[src/rtl/hpc_pkg.sv]
// Shared constants for the multi-channel toggle-handshake source controller.
package hpc_pkg;

    // Per-channel FSM encoding
    localparam logic ST_IDLE = 1'b0;
    localparam logic ST_WAIT = 1'b1;

    // Supported depth of the ack synchronizer
    localparam int SYNC_MIN = 2;
    localparam int SYNC_MAX = 4;

    // Largest backlog a CNT_W-bit pending counter can hold
    function automatic int max_count(input int cnt_w);
        return (1 << cnt_w) - 1;
    endfunction

endpackage

[src/rtl/hpc_src_chan.sv]
// One source-side channel: ack synchronizer, toggle-request FSM,
// pending-pulse backlog counter and sticky overflow flag.
module hpc_src_chan
    import hpc_pkg::*;
#(
    parameter int CNT_W       = 3,
    parameter int SYNC_STAGES = 2,
    parameter int DROP_MODE   = 0
) (
    input  logic             src_clkA,
    input  logic             rstA,
    input  logic             sinput,
    input  logic             ack_in,
    input  logic             ovf_clr,
    output logic             req_out,
    output logic             busy,
    output logic [CNT_W-1:0] pending,
    output logic             overflow
);

    localparam logic [CNT_W-1:0] PEND_MAX = CNT_W'(max_count(CNT_W));
    localparam logic [CNT_W-1:0] PEND_ONE = CNT_W'(1);
    localparam bit               DROP     = (DROP_MODE != 0);

    logic [SYNC_STAGES-1:0] sync_q, sync_d;
    logic                   state_q, state_d;
    logic                   req_q, req_d;
    logic [CNT_W-1:0]       pend_q, pend_d;
    logic                   ovf_q, ovf_d;

    logic ack_s;
    logic mismatch;
    logic in_wait;
    logic has_pend;
    logic ovf_set;

    assign ack_s    = sync_q[SYNC_STAGES-1];
    assign mismatch = ack_s ^ req_q;
    // A mismatch while nominally idle (stale ack after reset) is treated as
    // an in-flight transfer, so the channel cannot launch until ack realigns.
    assign in_wait  = (state_q == ST_WAIT) | mismatch;
    assign has_pend = (pend_q != '0);

    // Next-state: synchronizer shift, launch/complete, backlog and overflow
    always_comb begin
        sync_d  = {sync_q[SYNC_STAGES-2:0], ack_in};
        state_d = state_q;
        req_d   = req_q;
        pend_d  = pend_q;
        ovf_set = 1'b0;
        if (!in_wait) begin
            if (sinput | has_pend) begin
                req_d   = ~req_q;
                state_d = ST_WAIT;
                // A fresh pulse alongside a backlog is one out, one in
                if (!sinput) pend_d = pend_q - PEND_ONE;
            end
        end else begin
            state_d = mismatch ? ST_WAIT : ST_IDLE;
            if (sinput) begin
                if (DROP || (pend_q == PEND_MAX)) ovf_set = 1'b1;
                else                               pend_d = pend_q + PEND_ONE;
            end
        end
        if (DROP) pend_d = '0;
        // Set beats clear when both land in the same cycle
        ovf_d = ovf_set | (ovf_q & ~ovf_clr);
    end

    // Channel state registers
    always_ff @(posedge src_clkA or negedge rstA) begin
        if (!rstA) begin
            sync_q  <= '0;
            state_q <= ST_IDLE;
            req_q   <= 1'b0;
            pend_q  <= '0;
            ovf_q   <= 1'b0;
        end else begin
            sync_q  <= sync_d;
            state_q <= state_d;
            req_q   <= req_d;
            pend_q  <= pend_d;
            ovf_q   <= ovf_d;
        end
    end

    assign req_out  = req_q;
    assign busy     = in_wait | has_pend;
    assign pending  = pend_q;
    assign overflow = ovf_q;

endmodule

[src/rtl/hpc_multi_src.sv]
// Multi-channel toggle-handshake pulse source: NCH independent channels.
module hpc_multi_src
    import hpc_pkg::*;
#(
    parameter int NCH         = 4,
    parameter int CNT_W       = 3,
    parameter int SYNC_STAGES = 2,
    parameter int DROP_MODE   = 0
) (
    input  logic                 src_clkA,
    input  logic                 rstA,
    input  logic [NCH-1:0]       sinput,
    input  logic [NCH-1:0]       ack_in,
    input  logic [NCH-1:0]       ovf_clr,
    output logic [NCH-1:0]       req_out,
    output logic [NCH-1:0]       busy,
    output logic [NCH*CNT_W-1:0] pending,
    output logic [NCH-1:0]       overflow
);

    if (SYNC_STAGES < SYNC_MIN || SYNC_STAGES > SYNC_MAX) begin : g_bad_sync
        $error("hpc_multi_src: SYNC_STAGES outside supported range");
    end

    for (genvar i = 0; i < NCH; i++) begin : g_ch
        hpc_src_chan #(
            .CNT_W       (CNT_W),
            .SYNC_STAGES (SYNC_STAGES),
            .DROP_MODE   (DROP_MODE)
        ) u_chan (
            .src_clkA (src_clkA),
            .rstA     (rstA),
            .sinput   (sinput[i]),
            .ack_in   (ack_in[i]),
            .ovf_clr  (ovf_clr[i]),
            .req_out  (req_out[i]),
            .busy     (busy[i]),
            .pending  (pending[i*CNT_W +: CNT_W]),
            .overflow (overflow[i])
        );
    end

endmodule

[config.mk]
export PLATFORM = sky130hd
export DESIGN_NAME = hpc_multi_src
export DESIGN_NICKNAME = d
export VERILOG_FILES = /design/src/rtl/hpc_pkg.sv /design/src/rtl/hpc_src_chan.sv /design/src/rtl/hpc_multi_src.sv
export SDC_FILE = /design/constraint.sdc
export NUM_CORES = 1
export LEC_CHECK = 0
export CAP_MARGIN = 20
export CELL_PAD_IN_SITES_DETAIL_PLACEMENT = 1
export CELL_PAD_IN_SITES_GLOBAL_PLACEMENT = 2
export CORE_MARGIN = 3
export CORE_UTILIZATION = 31
export DETAILED_ROUTE_END_ITERATION = 10
export PLACE_DENSITY = 0.82
export SYNTH_ARGS = -nofsm -noshare
export SYNTH_HDL_FRONTEND = slang
export SYNTH_HIERARCHICAL = 1
export SYNTH_SLANG_ARGS = --single-unit
[constraint.sdc]
create_clock -name src_clkA -period 2.8 [get_ports src_clkA]
set_clock_uncertainty 0.05 [all_clocks]
set_input_delay 0.42 -clock src_clkA [delete_from_list [all_inputs] [get_ports src_clkA]]
set_output_delay 0.42 -clock src_clkA [all_outputs]
set_load 0.005 [all_outputs]
# After elaboration in Yosys (flattened, before gate mapping)
# Index checks and enable logic that the tools add are counted.
# classes
add_sub_neg,8
eq_ne,16
n_mux,44
n_bitwise,36
reduce_logical,16
# op_table
cell,n
two-way mux 3 bit,20
two-way mux 1 bit,24
!= test 2 bit (second input constant),8
bitwise OR 1 bit,16
AND reduction 4 bit,4
adder 3 x 1 -> 3 bit (second input constant),4
equality test 3 bit (second input constant),4
inverter 1 bit,12
nonzero test 3 bit,4
subtractor 3 x 1 -> 3 bit (second input constant),4
!= test 2 x 1 -> 1 bit (second input constant),4
AND reduction 2 bit,4
nonzero test 2 bit,4
AND 1 bit,4
bitwise XOR 1 bit,4
# word_totals
ff_bits,32
in_bits,14
out_inout_bits,24
elab_cells,140

# Depth between registers and ports, before layout
# Gate-level depths: netlist of run 1.
# depth
depth_word,5
depth_mapped,9
depth_no_buf,8

# By module
# Netlist of run 1, hierarchy kept.
# modules_own_cells
module,n_inst,cells_each,area_per_inst_um2
hpc_src_chan,4,54,480.5

# Worst setup path after synthesis of run 1
# Ideal clock, no wire load.
# synth_path
path_kind,reg-to-reg
start,register g_ch[0].u_chan.req_q
end,register g_ch[0].u_chan.pend_q[1]
setup_ps,132
t_arrival_ps,1801
required_time_ps,2618
path_slack_ps,817
path_stages_with_launch,10
period_less_slack_ps,1983
path_cell_list,dfrtp_1 > xor2_1 > or2_1 > clkbuf_1 > xnor2_1 > ha_1 > nand4bb_1 > o211ai_1 > a311oi_1 > o21ai_1
# synth_between
word_cells_on_any_way,8
# synth_rtl
item,line_no,text
"start, declared",hpc_src_chan.sv:27,"logic req_q, req_d;"
"start signal, assigned",hpc_src_chan.sv:81,req_q <= req_d;
bitwise XOR 1 bit,hpc_src_chan.sv:38,assign mismatch = ack_s ^ req_q;
bitwise OR 1 bit,hpc_src_chan.sv:41,assign in_wait = (state_q == ST_WAIT) | mismatch;
two-way mux 3 bit,hpc_src_chan.sv:51,if (!in_wait) begin
named net g_ch[0].u_chan.pend_d[1],hpc_src_chan.sv:28,"logic [CNT_W-1:0] pend_q, pend_d;"
"end signal, assigned",hpc_src_chan.sv:82,pend_q <= pend_d;
"end, declared",hpc_src_chan.sv:28,
# The timed path passes the listed nets, and every way through them passes these cells.
# A chain may end at the register's enable or synchronous reset.

# Worst setup path in the final report of run 1
# Same ends and word-level chain as after synthesis.

==> results of run 1 <==
## worst max-delay path by stage
stage | startpoint | end | slack [ps] | cells past startpoint
after floorplan | g_ch[0].u_chan/req_out | g_ch[0].u_chan/pending[1] | 820 | 9
after global placement | g_ch[1].u_chan/req_out | g_ch[1].u_chan/pending[1] | 670 | 9
after detailed placement | g_ch[0].u_chan/req_out | g_ch[0].u_chan/pending[1] | 610 | 9
after CTS | g_ch[2].u_chan/req_out | busy[2] | 570 | 5
after global routing | g_ch[0].u_chan/req_out | g_ch[0].u_chan/pending[1] | 440 | 9
final | g_ch[0].u_chan/req_out | g_ch[0].u_chan/pending[1] | 600 | 9
## cells by family (layout without fill, tap and decap cells)
kind of cell             count (synthesis)  after routing  synth area share
AO/OA/AOI/OAI                           68             68             0.234
XOR/XNOR                                 8              8            0.0365
adder cells (fa/ha/maj)                  4              4            0.0260
buffers and inverters                   32             59            0.0833
flip-flops                              32             32             0.417
AND/OR/NAND/NOR                         72             72             0.203
## worst max-delay path: stages (launching register included)
cell and delay, ps:
dfrtp_1 400, xor2_1 170, buf_4 170, or2_1 290, xnor2_1 150, ha_1 340
nand4bb_1 120, o211ai_1 90, a311oi_1 200, o21ai_1 100
## synthesized netlist by cell type (8+ instances only)
master,number
a21oi_1,16
buf_2,8
clkbuf_1,12
dfrtp_1,32
inv_1,8
nand2_1,20
nor2_1,8
nor3_1,12
o21ai_1,12
o41ai_1,8
or3_1,8
## cell usage in the layout, fill, tap and decap left out, drive strengths merged, types with 5 or more instances in the layout
cell type      instances
o21ai                 16
or2                    8
inv                    8
o41ai                  8
buf                    6
or3                    8
clkdlybuf4s50         37
nor2                   8
clkbuf                 5
nand2                 20
dfrtp                 32
a21oi                 16
nor3                  12
## stage by stage
step / std cells / util
floorplan: 216 / -
global placement: 310 / 0.386
detailed placement: 310 / 0.386
CTS: 318 / 0.405
global route: 318 / 0.405
finish: 318 / 0.405
## registers in the layout (all words and copies together), names as in the netlist
register,cells
g_ch.u_chan/state_q,4
g_ch.u_chan/sync_q,8
g_ch.u_chan/req_out,4
g_ch.u_chan/pending,12
g_ch.u_chan/overflow,4
## where the power goes
group          leakage, nW  switching [mW]  internal [mW]
Sequential           0.360           0.306          0.630
Clock               0.0541           0.186          0.263
Combinational        0.489           0.670          0.749
Total                0.903            1.16           1.64
## routing by layer
metal / wire length (um) / track usage / vias up
met4: 46 / 0.0432 / 0
met1: 2250 / 0.189 / 828
met5: 0 / 0 / -
li1: - / - / 857
met2: 2130 / 0.211 / 24
met3: 174 / 0.0373 / 5
## layout make-up
cell class	instances	area, um2	area share
Multi-Input combinational cell	152	961	0.398
Sequential cell	32	801	0.332
Timing Repair Buffer	43	415	0.172
Tap cell	75	93.8	0.0389
Clock buffer	5	68.8	0.0285
Clock inverter	3	42.5	0.0176
Inverter	8	30.0	0.0124
==> results by group, run 1 <==
Status
  • Outcome: finished, final reports clean

Power
  • Leakage: 0.903 nW
  • Peak supply drop: 0.421 mV
  • Pwr/cell area: 1160 nW/um2
  • Tot Pwr: 2.80 mW

Critical path
  • CP Class: register to register
  • Reg2Reg Launch Point: g_ch[0].u_chan/req_out
  • Crit path launch type: register
  • Worst r2r path cells: 9
  • R2r setup slk: 600 ps
  • Critical Path AT: 2310 ps
  • Element type at the critical path end: register
  • R2r endpoint: g_ch[0].u_chan/pending[1]
  • Critical path required time: 2900 ps
  • CP Max Fanout: 11

Synth
  • Synth top area share: 0.417
  • Syn. warnings: 6
  • Post-Syn Area: 1920 um2
  • Mapped Cells: 216
  • EDFF count, synth: 0
  • Syn avg cell area: 8.90 um2
  • Yosys cell types: 29
  • Top_reg_cell synth: dfrtp_1
  • Post-Syn Nets: 234
  • Sequential-to-total area share from yosys stat: 0.417
  • Seq cells post-synth: 32
  • Ranking of synthesized cells by area: dfrtp_1 (42%), a21oi_1 (4.2%), nand2_1 (3.9%), o41ai_1 (3.6%), nor3_1 (3.1%)
  • Async SR Flop Fraction: 1.00
  • Yosys top cell by area: dfrtp_1

Clock network
  • Clock latency on the worst-skew pair: 280 ps
  • Clk slew on worst S/H paths: 70 ps
  • Num CTS Buffers: 5
  • Post-cts gate resize count: 0
  • Clock root cell: clkbuf_8
  • TritonCTS clock tree: built
  • Max clock buf depth: 2
  • Clk sinks: 32
  • Cts hold-fix bufs: 0
  • Post-CTS Setup Inserts: 0
  • H-tree depth: 2

Die
  • Die W: 84.7 um
  • # IOs: 38
  • Core Footprint: 5960 um2
  • Initial core utilization: 0.323
  • Die Ht: 84.7 um
  • Die area: 7180 um2
  • Row Count: 28

Timing
  • Finish-stage setup viols: 0
  • Final hold violations: 0
  • Rel. slew slack: 0.666
  • Max Freq: 454 MHz
  • Final period util: 0.787
  • Unrepaired setup endpoints after global routing: false
  • Worst Tran Pin Value: 499 ps
  • Crit path time final: 2200 ps
  • Final setup margin: 597 ps
  • Final Hold Slack: 300 ps
  • Fin Setup TNS: 0 ps
  • Max Slew Vio Count: 0

Final layout
  • Finished Cell Area: 2410 um2
  • Fill cell count: 718
  • Area grow syn2layout: 25.5%
  • Share of cells above drive strength 1: 0.0741
  • ANT cells: 0
  • Final net count: 260

Placement
  • GP Congestion: 0.770
  • DP Worst Slack: 607 ps
  • DP HPWL: 3.11 mm
  • # port buffers: 37
  • Placed Area: 2300 um2

Routing
  • Post-route ant nets: 0
  • Drt pass-1 iters: 4
  • Starting DRC count in detailed routing: 41
  • Total Wirelength: 4.60 mm
  • Routed vias: 1,714
  • Routed wire per std cell: 14.5 um
  • Vias per cell: 5.39
  • DRC viols: 0

GRT
  • Initial antenna violation count: 0
  • Grt total ovfl: 0
  • Tot GR Track Use: 0.138
  • First-pass GRT wire length: 8.02 mm
  • Largest net degree at the start of global routing: 33
  • Vias in the first global route: 1,661

Hold path
  • Hold path depth: 0
  • Hold path startpoint: g_ch[3].u_chan/sync_q[0]
  • Hold endpoint: g_ch[3].u_chan/sync_q[1]
  • Worst Hold Class: register to register

Flow run
  • Max-cap violation count: 0
No activity file was read; power rests on OpenSTA's default activity.
==> run 2, diff against run 1 <==
Clock period 2.8 ns to 2.05 ns, I/O delays scaled along.
==> run 2 against run 1 <==
Design area rose by 10%. Die area unchanged. Count of clock-buffer cells in the layout unchanged. Critical path type unchanged. Combinational power is 78% higher. Via count grew 8.6%. Total power is 51% higher. Cell count up 8.8%. Critical endpoint is now g_ch[2].u_chan/pending[1]. Register-to-register slack got worse by 530 ps. Core utilization up 4.2 points. First-iteration DRC count decreased by 51%.
==> results by group, run 2 (synthesized netlist as in run 1, its figures left out) <==
Clock network
  • Max clock buf depth: 2 (unchanged)
  • Clock latency on the worst-skew pair: 280 ps (about the same)
  • H-tree depth: 2 (unchanged)
  • Clock root cell: clkbuf_8
  • Clk slew on worst S/H paths: 80 ps (about the same)
  • Cts hold-fix bufs: 0 (unchanged)
  • Num CTS Buffers: 5 (unchanged)
  • TritonCTS clock tree: built
  • Clk sinks: 32 (unchanged)

Timing
  • Final hold violations: 0 (unchanged)
  • Max Slew Vio Count: 0 (unchanged)
  • Final Hold Slack: 302 ps (+1.78 ps)
  • Final period util: 0.970 (+0.183)
  • Finish-stage setup viols: 0 (unchanged)
  • Max Freq: 503 MHz (+11%)
  • Worst Tran Pin Value: 428 ps (-70.9 ps)
  • Unrepaired setup endpoints after global routing: true
  • Crit path time final: 1990 ps (-215 ps)
  • Rel. slew slack: 0.715 (+0.0483)

Critical path
  • Element type at the critical path end: register
  • R2r endpoint: g_ch[2].u_chan/pending[1]
  • Critical path launch point: g_ch[2].u_chan/req_out
  • CP endpoint: g_ch[2].u_chan/pending[1]
  • Critical Path AT: 2100 ps (-210 ps)
  • R2r setup slk: 60 ps (-530 ps)
  • Crit path launch type: register
  • Critical path required time: 2160 ps (-740 ps)
  • Reg2Reg Launch Point: g_ch[2].u_chan/req_out
  • CP Class: register to register
  • CP Max Fanout: 4 (-7)
  • Slowest CP cell: dfrtp_1
  • Slowest cell delay on critical path: 410 ps (about the same)
  • CP cell instances: xor2_1 > or2_1 > xnor2_1 > ha_1 > nand4bb_1 > o211ai_1 > a311oi_1 > o21ai_1
  • Worst r2r path cells: 8 (-1)

Routing
  • Routed wire per std cell: 14.8 um (+2.6%)
  • Post-route ant nets: 0 (unchanged)
  • Total Wirelength: 5.13 mm (+12%)
  • Routed vias: 1,861 (+8.6%)
  • Vias per cell: 5.38 (-0.21%)
  • Drt pass-1 iters: 4 (unchanged)
  • Starting DRC count in detailed routing: 20 (-51%)
  • DRC viols: 0 (unchanged)

Placement
  • # port buffers: 37 (unchanged)
  • GP Congestion: 0.791 (+2.7%)
  • Placed Area: 2460 um2 (+6.9%)
  • DP HPWL: 3.60 mm (+16%)

Die
  • Row Count: 28 (unchanged)
  • # IOs: 38 (unchanged)
  • Die W: 84.7 um (unchanged)
  • Initial core utilization: 0.323 (unchanged)
  • Die area: 7180 um2 (unchanged)
  • Die Ht: 84.7 um (unchanged)
  • Core Footprint: 5960 um2 (unchanged)

Flow run
  • Max-cap violation count: 0 (unchanged)

Final layout
  • Share of cells above drive strength 1: 0.199 (+0.125)
  • Final net count: 288 (+11%)
  • Largest register FFs: 12 (unchanged)
  • ANT cells: 0 (unchanged)
  • Area grow syn2layout: 38.5%
  • Fin util: 0.447 (+0.0418)
  • Finished Cell Area: 2660 um2 (+10%)
  • Most frequent cells in the layout: buf_4 (34), clkdlybuf4s50_1 (34), dfrtp_1 (31), nand2_1 (20), a21oi_1 (16)

GRT
  • Vias in the first global route: 1,944 (+17%)
  • Initial antenna violation count: 0 (unchanged)
  • Largest net degree at the start of global routing: 33 (unchanged)
  • Tot GR Track Use: 0.153 (+0.0154)
  • Grt total ovfl: 0 (unchanged)
  • First-pass GRT wire length: 9.15 mm (+14%)

Power
  • Tot Pwr: 4.24 mW (+51%)
  • Pwr/cell area: 1590 nW/um2 (+37%)
  • Peak supply drop: 0.711 mV (+69%)
  • Leakage: 1.03 nW (+15%)

Status
  • Outcome: finished, final reports clean

Hold path
  • Worst Hold Class: register to register
-- run 2: changes by cell type in the layout (fill, tap and decap cells not counted) --
cell	change
buf_4	+28
clkdlybuf4s50_1	-3
dfrtp_1	-1
dfrtp_2	+1
dlymetal6s2s_1	+3
nor2_1	-3
nor2_2	+3
nor3_1	-3
nor3_2	+3
xor2_1	-1
xor2_2	+1
-- run 2: layout make-up --
class	count	area, um2
Fill cell	704	3290
Multi-Input combinational cell	152	991
Sequential cell	32	802
Timing Repair Buffer	71	633
Tap cell	75	93.8
Clock buffer	5	68.8
Clock inverter	3	42.5
Inverter	8	30.0
-- run 2: metal layers --
metal  up-vias  GRT usage  share of wire
met5         -          0              0
met4         0     0.0446         0.0082
met3         4     0.0363          0.042
met2        32      0.245           0.48
met1       921      0.207           0.47
li1        904          -              -
-- run 2: worst min-delay path by stage --
stage,from,end,depth (start not counted)
2_1_floorplan,rstA,g_ch[0].u_chan/overflow,0
3_3_place_gp,g_ch[1].u_chan/sync_q[0],g_ch[1].u_chan/sync_q[1],0
3_5_place_dp,g_ch[1].u_chan/sync_q[0],g_ch[1].u_chan/sync_q[1],0
4_1_cts,g_ch[3].u_chan/sync_q[0],g_ch[3].u_chan/sync_q[1],0
5_1_grt,g_ch[1].u_chan/sync_q[0],g_ch[1].u_chan/sync_q[1],0
6_report,g_ch[1].u_chan/sync_q[0],g_ch[1].u_chan/sync_q[1],0
-- run 2: worst max-delay path: cells and delay by family (launching register included) --
kind / cells / cell delay, ps
AOI/OAI and AO/OA: 3 / 390
DFF: 1 / 410
adders and majority gates: 1 / 330
xor gates and xnor gates: 2 / 310
and+or+nand+nor: 2 / 370
-- run 2: what timing repair did --
item                                    CTS  global route
buffers inserted                          4             3
endpoints found under the setup margin    4             8
pin swaps                                 0             2
resized for setup                         1            10
-- run 2: metrics by stage --
stage                     TNS (ps)  setup WS, ps  cells
final                            0          62.4    346
after floorplan                  0          67.0    216
after global routing          -262          -136    346
after global placement           0           109    331
after CTS                        0          19.6    343
after detailed placement         0          69.9    331
-- run 2: power breakdown --
group          internal, mW  switching (mW)  leakage [nW]
registers             0.865           0.231         0.359
clock network         0.360           0.254        0.0541
logic                  1.30            1.23         0.620
==> run 3, diff against run 2 <==
Settings changed: CAP_MARGIN 20 to default.
==> results of run 3 <==
Same layout as run 2: the final DEF is identical, and so are final timing and power.
